$ cat src/rtl/reset_seq_pkg.sv
// Shared types and elaboration helpers for the boot reset sequencer.
package reset_seq_pkg;

    typedef enum logic [1:0] {
        ST_POR   = 2'd0,
        ST_DUMMY = 2'd1,
        ST_HOLD  = 2'd2,
        ST_RUN   = 2'd3
    } seq_state_t;

    function automatic int cnt_width(
        input int por,
        input int dummy,
        input int div,
        input int hold
    );
        int m;
        m = por;
        if (dummy * div > m) m = dummy * div;
        if (hold > m) m = hold;
        return $clog2(m + 1);
    endfunction

    function automatic bit dummy_edges_ok(input int n);
        return (n >= 2) && ((n % 2) == 0);
    endfunction

endpackage

$ cat src/rtl/cclk_toggle_gen.sv
// Divider producing one toggle strobe per CLK_DIV enabled cycles.
module cclk_toggle_gen #(
    parameter int CLK_DIV = 1
) (
    input  logic clk,
    input  logic rst,
    input  logic en,
    output logic toggle
);

    localparam int DW = $clog2(CLK_DIV + 1);
    localparam logic [DW-1:0] DIV_LOAD = DW'(CLK_DIV - 1);

    logic [DW-1:0] div_cnt;

    assign toggle = en && (div_cnt == '0);

    // Held at the reload value while idle so each DUMMY phase starts aligned.
    always_ff @(posedge clk) begin
        if (rst || !en || toggle) begin
            div_cnt <= DIV_LOAD;
        end else begin
            div_cnt <= div_cnt - DW'(1);
        end
    end

endmodule

$ cat src/rtl/boot_reset_sequencer.sv
// POR, CCLK dummy-edge and reset-hold sequencer driving sys_rst.
module boot_reset_sequencer
    import reset_seq_pkg::*;
#(
    parameter int POR_CYCLES  = 15,
    parameter int DUMMY_EDGES = 6,
    parameter int CLK_DIV     = 1,
    parameter int HOLD_CYCLES = 4,
    parameter int NUM_REQ     = 2,
    parameter int REDUMMY     = 0
) (
    input  logic               clk,
    input  logic               rst,
    input  logic [NUM_REQ-1:0] req,
    input  logic               cclk_val_in,
    input  logic               cclk_drive_in,
    output logic               sys_rst,
    output logic               cclk_o,
    output logic               cclk_ts,
    output logic               ready,
    output logic [1:0]         state,
    output logic [NUM_REQ-1:0] reset_cause
);

    localparam int DUMMY_LEN = DUMMY_EDGES * CLK_DIV;
    localparam int CW = cnt_width(POR_CYCLES, DUMMY_EDGES, CLK_DIV, HOLD_CYCLES);
    localparam logic [CW-1:0] POR_LOAD   = CW'(POR_CYCLES);
    localparam logic [CW-1:0] DUMMY_LOAD = CW'(DUMMY_LEN - 1);
    localparam logic [CW-1:0] HOLD_LOAD  = CW'(HOLD_CYCLES - 1);

    if (!dummy_edges_ok(DUMMY_EDGES)) begin : g_bad_dummy
        $error("DUMMY_EDGES must be even and at least 2");
    end

    seq_state_t         st_q;
    seq_state_t         st_d;
    logic [CW-1:0]      cnt_q;
    logic [CW-1:0]      cnt_d;
    logic [NUM_REQ-1:0] cause_d;
    logic               sys_rst_d;
    logic               cclk_o_d;
    logic               cclk_ts_d;
    logic               ready_d;
    logic               toggle;
    logic               any_req;
    logic               cnt_zero;

    cclk_toggle_gen #(
        .CLK_DIV(CLK_DIV)
    ) u_toggle (
        .clk    (clk),
        .rst    (rst),
        .en     (st_q == ST_DUMMY),
        .toggle (toggle)
    );

    assign any_req  = |req;
    assign cnt_zero = (cnt_q == '0);
    assign state    = st_q;

    always_comb begin
        st_d    = st_q;
        cnt_d   = cnt_q - CW'(1);
        cause_d = reset_cause;
        unique case (st_q)
            ST_POR: begin
                if (cnt_zero) begin
                    st_d  = ST_DUMMY;
                    cnt_d = DUMMY_LOAD;
                end
            end
            ST_DUMMY: begin
                if (cnt_zero) begin
                    st_d  = ST_HOLD;
                    cnt_d = HOLD_LOAD;
                end
            end
            ST_HOLD: begin
                if (any_req) begin
                    cnt_d = HOLD_LOAD;
                end else if (cnt_zero) begin
                    st_d  = ST_RUN;
                    cnt_d = HOLD_LOAD;
                end
            end
            ST_RUN: begin
                cnt_d = cnt_q;
                if (any_req) begin
                    cause_d = req;
                    st_d    = (REDUMMY != 0) ? ST_DUMMY : ST_HOLD;
                    cnt_d   = (REDUMMY != 0) ? DUMMY_LOAD : HOLD_LOAD;
                end
            end
            default: ;
        endcase
    end

    // Outputs follow the next state so they register together with it.
    always_comb begin
        sys_rst_d = 1'b1;
        ready_d   = 1'b0;
        cclk_ts_d = 1'b1;
        cclk_o_d  = 1'b1;
        unique case (st_d)
            ST_RUN: begin
                sys_rst_d = 1'b0;
                ready_d   = 1'b1;
                cclk_o_d  = cclk_val_in;
                cclk_ts_d = ~cclk_drive_in;
            end
            ST_DUMMY: begin
                if (st_q == ST_DUMMY) begin
                    cclk_o_d = toggle ? ~cclk_o : cclk_o;
                end
            end
            default: ;
        endcase
    end

    always_ff @(posedge clk) begin
        if (rst) begin
            st_q        <= ST_POR;
            cnt_q       <= POR_LOAD;
            sys_rst     <= 1'b1;
            cclk_o      <= 1'b1;
            cclk_ts     <= 1'b1;
            ready       <= 1'b0;
            reset_cause <= '0;
        end else begin
            st_q        <= st_d;
            cnt_q       <= cnt_d;
            sys_rst     <= sys_rst_d;
            cclk_o      <= cclk_o_d;
            cclk_ts     <= cclk_ts_d;
            ready       <= ready_d;
            reset_cause <= cause_d;
        end
    end

endmodule

$ cat config.mk
export PLATFORM = sky130hd
export DESIGN_NAME = boot_reset_sequencer
export DESIGN_NICKNAME = d
export VERILOG_FILES = /design/src/rtl/reset_seq_pkg.sv /design/src/rtl/cclk_toggle_gen.sv /design/src/rtl/boot_reset_sequencer.sv
export SDC_FILE = /design/constraint.sdc
export NUM_CORES = 1
export LEC_CHECK = 0
export ABC_CLOCK_PERIOD_IN_PS = 1200
export CELL_PAD_IN_SITES_DETAIL_PLACEMENT = 0
export CELL_PAD_IN_SITES_GLOBAL_PLACEMENT = 1
export CORE_MARGIN = 2
export CORE_UTILIZATION = 30
export DETAILED_ROUTE_END_ITERATION = 6
export GPL_TIMING_DRIVEN = 0
export PLACE_DENSITY = 0.74
export REMOVE_ABC_BUFFERS = 1
export SYNTH_ARGS = -nofsm -noshare
export SYNTH_HDL_FRONTEND = slang
export SYNTH_HIERARCHICAL = 1
export SYNTH_SLANG_ARGS = --single-unit
$ cat constraint.sdc
create_clock -name clk -period 1.2 [get_ports clk]
set_input_delay 0.18 -clock clk [delete_from_list [all_inputs] [get_ports clk]]
set_output_delay 0.18 -clock clk [all_outputs]
set_load 0.05 [all_outputs]
==> key figures, run 1 <==
Outcome
  • Result of the run: completed

Global route
  • Global-route wire length before repair: a little under 2000 um
  • Via count of the first global-routing pass: 460
  • Number of antenna violations at the first check in global routing: 0
  • Pin count of the biggest net entering global routing: 14
  • GRT Resource Usage Total: 0.129
  • Overall overflow remaining after global route: 0

Finish
  • Area occupied by registers: 273 um2
  • Footprint of the multi-input gates: between 200 and 300 um2
  • Share of layout cells above drive strength 1: 0.366
  • Final-layout fill cell count: approximately 200
  • Number of cells in the finished layout apart from fillers: 107
  • Core occupancy in the finished layout: 0.446
  • Synth-to-Final Area Change: 37.9%
  • Net count, final: 89
  • Post-route cell area: approximately 800 um2
  • Diode count: 0

STA
  • Timing-limited maximum frequency: around 840 MHz
  • Hold Fails Final Rpt: 0
  • Final period demand of the worst path: between 1 and 1.5 ns
  • Final critical-path setup slack: about 0.0057 ns
  • Skew final: 0.00919 ns
  • Minimum hold slack: 0.276 ns
  • RSZ-0062 raised after global routing: yes
  • Final Slew Violations: 0
  • Final clock period utilization by the worst path: 0.995
  • Final setup fails: 0
  • Total negative slack: 0 ns

Drt
  • Via count of the routed design: around 500
  • Total length of routed wires: approximately 1200 um
  • Total iterations of the first detailed-routing run: 4
  • DRC marker count from the first detailed-route iteration: 6
  • Routed via count divided by cell count: around 4.7
  • Wire length per cell: around 11 um
  • Final antenna-violating net count: 0
  • Count of unresolved DRC violations after routing: 0

Worst hold path
  • Worst Hold Path EP: reset_cause[0]$_SDFFE_PP0P_
  • Path category of the worst min-delay check: in -> reg
  • Cell depth of the worst hold path: 3
  • Critical hold path startpoint: req[0]

Clock network
  • Sink Count: 13
  • Total clock buffers created by CTS: 3
  • Clk buf depth: 2
  • Reg clk slew, reported paths: ~0.08 ns
  • Total number of H-tree levels: 1
  • Root Driver: clkbuf_4
  • Hold buffer count at CTS: 0
  • Clk_lat worst skew: around 0.28 ns
  • TritonCTS clock tree: yes

Die
  • I/O Pins: 14
  • Initial cell density of the core: 0.323
  • Count of standard-cell rows: 15
  • Die width: roughly 48 um
  • Vert. Die Dim: 47.6 um
  • Placeable Area: around 1800 um2
  • Total die area: ~2300 um2

Setup path
  • Reg-to-Reg Start: cnt_q[2]$_SDFFE_PP1P_
  • Critical path data arrival time: between 1 and 1.5 ns
  • CP Capture Type: flip-flop
  • CP Max Fanout: 3
  • Depth of the worst register-to-register path: 4
  • Capture instance of the worst register-to-register path: cclk_o$_SDFFE_PP1P_
  • Type of element launching the critical path: flip-flop
  • Slack of the worst reg-to-reg path: roughly 0.0057 ns
  • Data required time at the worst endpoint: between 1 and 1.5 ns
  • Setup Crit Path Kind: reg -> reg

Place
  • HPWL after detailed placement: roughly 800 um
  • Total cell area at the placement stage: between 700 and 800 um2
  • Last weighted congestion value of the routability-driven placer: 0.734
  • Port buffer count: 13
  • DP Cell Count: 99
  • Pre-CTS setup slack: -0.417 ns

Synth
  • Cell with the most instances after synthesis: dfxtp_1
  • Post-synth design cell area: ~570 um2
  • Count of yosys warnings during synthesis: 6
  • Proportion of synthesized flip-flops having asynchronous set or reset: 0
  • Mean Syn Cell Area: slightly below 9 um2
  • Cell count after synthesis: between 60 and 70
  • Top cells by area, synth: dfxtp_1, a21oi_1, nand2_1
  • Most used standard cells in the synthesized netlist: dfxtp_1, nand2_1, a21oi_1
  • Top FF cell, synth: dfxtp_1
  • Netlist cell types: 31
  • Post-synthesis sequential element count: 13
  • Synth area leader: dfxtp_1
  • Portion of the post-synthesis area used by sequential elements: 0.456
  • Number of enable flip-flop cells after synthesis: 0
  • Fraction of synthesized cell area taken by the top area cell type: 0.456

Power
  • Final Total Pwr: just under 0.8 mW
  • Leakage: roughly 0.29 nW
  • Power density over the cells: 981 nW/um2
  • Worst VDD drop: 0.000553 V

Job
  • Max-capacitance violation count: 0
placed cells by master, fill, tap and decap left out, types with 2 or more instances in the layout:
master	count
dfxtp_1	7
nand2_1	6
a21oi_1	6
buf_4	6
clkdlybuf4s15_2	5
o21ai_0	4
dfxtp_2	4
nor2_1	3
clkbuf_4	3
clkdlybuf4s50_1	3
nor2_2	2
nand2b_1	2
inv_1	2
nor3_1	2
nand3_1	2
dfxtp_4	2
flip-flops by register name (all words and copies together), names as in the netlist:
signal and flops:
cnt_q 4, reset_cause 2, state 2, cclk_o 1, cclk_ts 1, ready 1
sys_rst 1, u_toggle/div_cnt 1
worst max-delay path: stages, from the launching register on:
cell,delay (ns)
dfxtp_4,0.36
nor4_4,0.33
nor2_2,0.12
nor3_1,0.19
o21ai_1,0.07
layer usage:
| metal | global-route usage | part of all wire | wire length [um] | vias up |
|---|---|---|---|---|
| met5 | 0 | 0 | 0 | - |
| met4 | 0.0973 | 0.0084 | 10 | 0 |
| met3 | 0.0226 | 0.038 | 45 | 2 |
| met2 | 0.192 | 0.49 | 579 | 10 |
| met1 | 0.166 | 0.47 | 557 | 224 |
| li1 | - | - | - | 266 |
final cells by class:
type	instances	share of cell area
multi-input cells	45	0.366
flip-flops and latches	13	0.347
repair buffers	17	0.200
well taps	25	0.0397
clock buffers	4	0.0334
inverters	3	0.0143
report_power, final:
| part | switching [mW] | internal (mW) | total, mW |
|---|---|---|---|
| clock network | 0.139 | 0.129 | 0.268 |
| registers | 0.0155 | 0.437 | 0.453 |
| logic | 0.0214 | 0.0303 | 0.0517 |
| total | 0.176 | 0.596 | 0.772 |
what timing repair did:
action                     4_1_cts  5_1_grt
setup endpoints to repair       14        7
buffers inserted                 4        0
pin swaps                        6        0
gates resized for setup         41        3
gates cloned                     0        0
how the worst max path moves through the flow:
stage	startpoint	end	slack, ns	cells past startpoint
after floorplan	state[1]$_SDFF_PP0_	cnt_q[0]$_SDFFE_PP1P_	-0.43	3
after CTS	cnt_q[2]$_SDFFE_PP1P_	cclk_o$_SDFFE_PP1P_	-0.01	4
final	cnt_q[2]$_SDFFE_PP1P_	cclk_o$_SDFFE_PP1P_	0.006	4
after detailed placement	state[1]$_SDFF_PP0_	state[1]	-0.42	1
after global placement	state[1]$_SDFF_PP0_	state[1]	-0.41	1
after global routing	cnt_q[2]$_SDFFE_PP1P_	cclk_o$_SDFFE_PP1P_	-0.07	4
cell families (layout without fill, tap and decap cells):
logic type             count (synthesis)  count (layout)  synth area share
buffers and inverters                  6              24            0.0482
other                                  1               1           0.00657
DFF                                   13              13             0.456
and+or+nand+nor                       24              24             0.270
AOI/OAI and AO/OA                     20              20             0.219
Note: power is estimated with default switching activity, not from simulation.
==> run 2, diff against run 1 <==
- CORE_MARGIN: 2 -> unset
- SLEW_MARGIN: unset -> 15
==> run 2 against run 1 <==
The run now ends with negative setup slack left; non-clock buffer count fell by 1; critical path depth rose by 1; critical path type unchanged; fmax fell by 2.1%; hold slack improved by 0.0010 ns; count of clock-buffer cells in the layout did not move; die area fell by 8.2%; sequential power fell by 1%.
==> key figures, run 2 (synthesis results as in run 1) <==
STA
  • Final Slew Violations: 0
  • Final clock period utilization by the worst path: 1.02
  • Final setup fails: 1
  • Final critical-path setup slack: -0.0197 ns
  • Total negative slack: -0.0197 ns
  • Skew final: roughly 0.0011 ns
  • Timing-limited maximum frequency: slightly above 800 MHz
  • RSZ-0062 raised after global routing: yes
  • Final period demand of the worst path: ~1.2 ns
  • Minimum hold slack: between 0.2 and 0.3 ns
  • Hold Fails Final Rpt: 0

Setup path
  • CP Max Fanout: 8
  • Capture instance of the worst register-to-register path: cclk_o$_SDFFE_PP1P_
  • Slowest cell on the critical path: dfxtp_4
  • Capturing element of the worst setup path: cclk_o$_SDFFE_PP1P_
  • CP peak stage delay: 0.38 ns
  • Type of element launching the critical path: flip-flop
  • Data required time at the worst endpoint: roughly 1.4 ns
  • Depth of the worst register-to-register path: 5
  • Reg-to-Reg Start: cnt_q[0]$_SDFFE_PP1P_
  • Origin of the worst setup path: cnt_q[0]$_SDFFE_PP1P_
  • Cells along the critical path: nor4_4 -> buf_4 -> nor3_2 -> a31oi_1 -> o21ai_1
  • Slack of the worst reg-to-reg path: -0.02 ns
  • Setup Crit Path Kind: reg -> reg
  • CP Capture Type: flip-flop
  • Critical path data arrival time: between 1 and 1.5 ns

Power
  • Power density over the cells: between 900 and 1000 nW/um2
  • Leakage: 0.290 nW
  • Worst VDD drop: approximately 0.00067 V

Die
  • Count of standard-cell rows: 15
  • Initial cell density of the core: 0.327
  • I/O Pins: 14
  • Vert. Die Dim: ~46 um
  • Total die area: 2080 um2
  • Placeable Area: ~1700 um2
  • Die width: about 46 um

Outcome
  • Result of the run: finished with violations
  • Violations in the final reports: negative setup slack

Drt
  • Routed via count divided by cell count: approximately 4.7
  • Count of unresolved DRC violations after routing: 0
  • Final antenna-violating net count: 0
  • Total iterations of the first detailed-routing run: 2
  • Wire length per cell: 10.6 um
  • Top layer used by detailed routing: met4
  • DRC marker count from the first detailed-route iteration: 4
  • Total length of routed met2 wires: ~510 um
  • Total length of routed wires: ~1100 um
  • Via count of the routed design: slightly below 500
  • Routed length on met3: 50 um
  • Met1 wire length: 548 um

Finish
  • Register with the highest flop count: cnt_q
  • Most common library cell in the layout ignoring fill and taps: dfxtp_1
  • Net count, final: 88
  • Synth-to-Final Area Change: 40.8%
  • Share of layout cells above drive strength 1: 0.407
  • Diode count: 0
  • Number of flip-flops in the largest register: 4
  • Commonest cells after routing, fill and taps aside: dfxtp_1, a21oi_1, nand2_1, buf_4
  • Number of cells in the finished layout apart from fillers: roughly 110
  • Core occupancy in the finished layout: 0.460

Clock network
  • TritonCTS clock tree: yes
  • Clk buf depth: 2
  • Sink Count: 13
  • Total clock buffers created by CTS: 3
  • Clk_lat worst skew: ~0.27 ns
  • Reg clk slew, reported paths: 0.08 ns
  • Hold buffer count at CTS: 0
  • Total number of H-tree levels: 1
  • Root Driver: clkbuf_4

Place
  • Last weighted congestion value of the routability-driven placer: between 0.7 and 0.8
  • Port buffer count: 13
  • DP Cell Count: 99
  • Pre-CTS setup slack: -0.417 ns
  • HPWL after detailed placement: about 740 um

Global route
  • Pin count of the biggest net entering global routing: 14
  • Global-route wire length before repair: approximately 1700 um
  • GRT Resource Usage Total: 0.120
  • Overall overflow remaining after global route: 0
  • Via count of the first global-routing pass: ~420
  • Number of antenna violations at the first check in global routing: 0

Job
  • Max-capacitance violation count: 0

Worst hold path
  • Path category of the worst min-delay check: in -> reg
  • Critical hold path startpoint: req[0]
-- run 2: how the worst min path moves through the flow --
stage                                        to  slack (ns)  cells past startpoint
finish              reset_cause[0]$_SDFFE_PP0P_        0.28                      3
floorplan                    cclk_ts$_SDFF_PP1_        0.24                      1
global placement    reset_cause[1]$_SDFFE_PP0P_        0.45                      2
detailed placement  reset_cause[1]$_SDFFE_PP0P_        0.45                      2
global route        reset_cause[0]$_SDFFE_PP0P_        0.29                      3
CTS                          cclk_ts$_SDFF_PP1_        0.38                      2
-- run 2: critical path, delay by kind of cell (launching register included) --
kind,cells,cell delay [ns]
buf+inv,1,0.18
flops,1,0.38
simple gates,2,0.31
compound gates,2,0.23
-- run 2: metrics by stage --
step | cell area (um2) | power, mW
global route | 803 | 0.805
global placement | 716 | 0.511
detailed placement | 716 | 0.510
CTS | 764 | 0.781
finish | 803 | 0.762
floorplan | 554 | 0.482
-- run 2: routing by layer --
| metal | vias to the layer above | global-route usage |
|---|---|---|
| met5 | - | 0 |
| met4 | 0 | 0.0727 |
| met3 | 4 | 0.0357 |
| met2 | 12 | 0.174 |
| met1 | 220 | 0.156 |
| li1 | 260 | - |
-- run 2: what timing repair did --
item                       4_1_cts  5_1_grt
setup endpoints to repair       15        9
hold endpoints to repair         0        0
buffers inserted                 1        2
resized for setup               39       13
pin swaps                        6        5
-- run 2: where the power goes --
part | switching, mW | leakage [nW] | total [mW] | internal (mW)
Clock | 0.137 | 0.0150 | 0.266 | 0.129
Combinational | 0.0205 | 0.168 | 0.0476 | 0.0271
Sequential | 0.0144 | 0.107 | 0.448 | 0.434
-- run 2: cell type report --
class	instances	area, um2
Clock buffer	4	26.3
Fill cell	186	942
Timing Repair Buffer	16	149
Sequential cell	13	278
Inverter	3	11.3
Tap cell	25	31.3
Multi-Input combinational cell	45	308
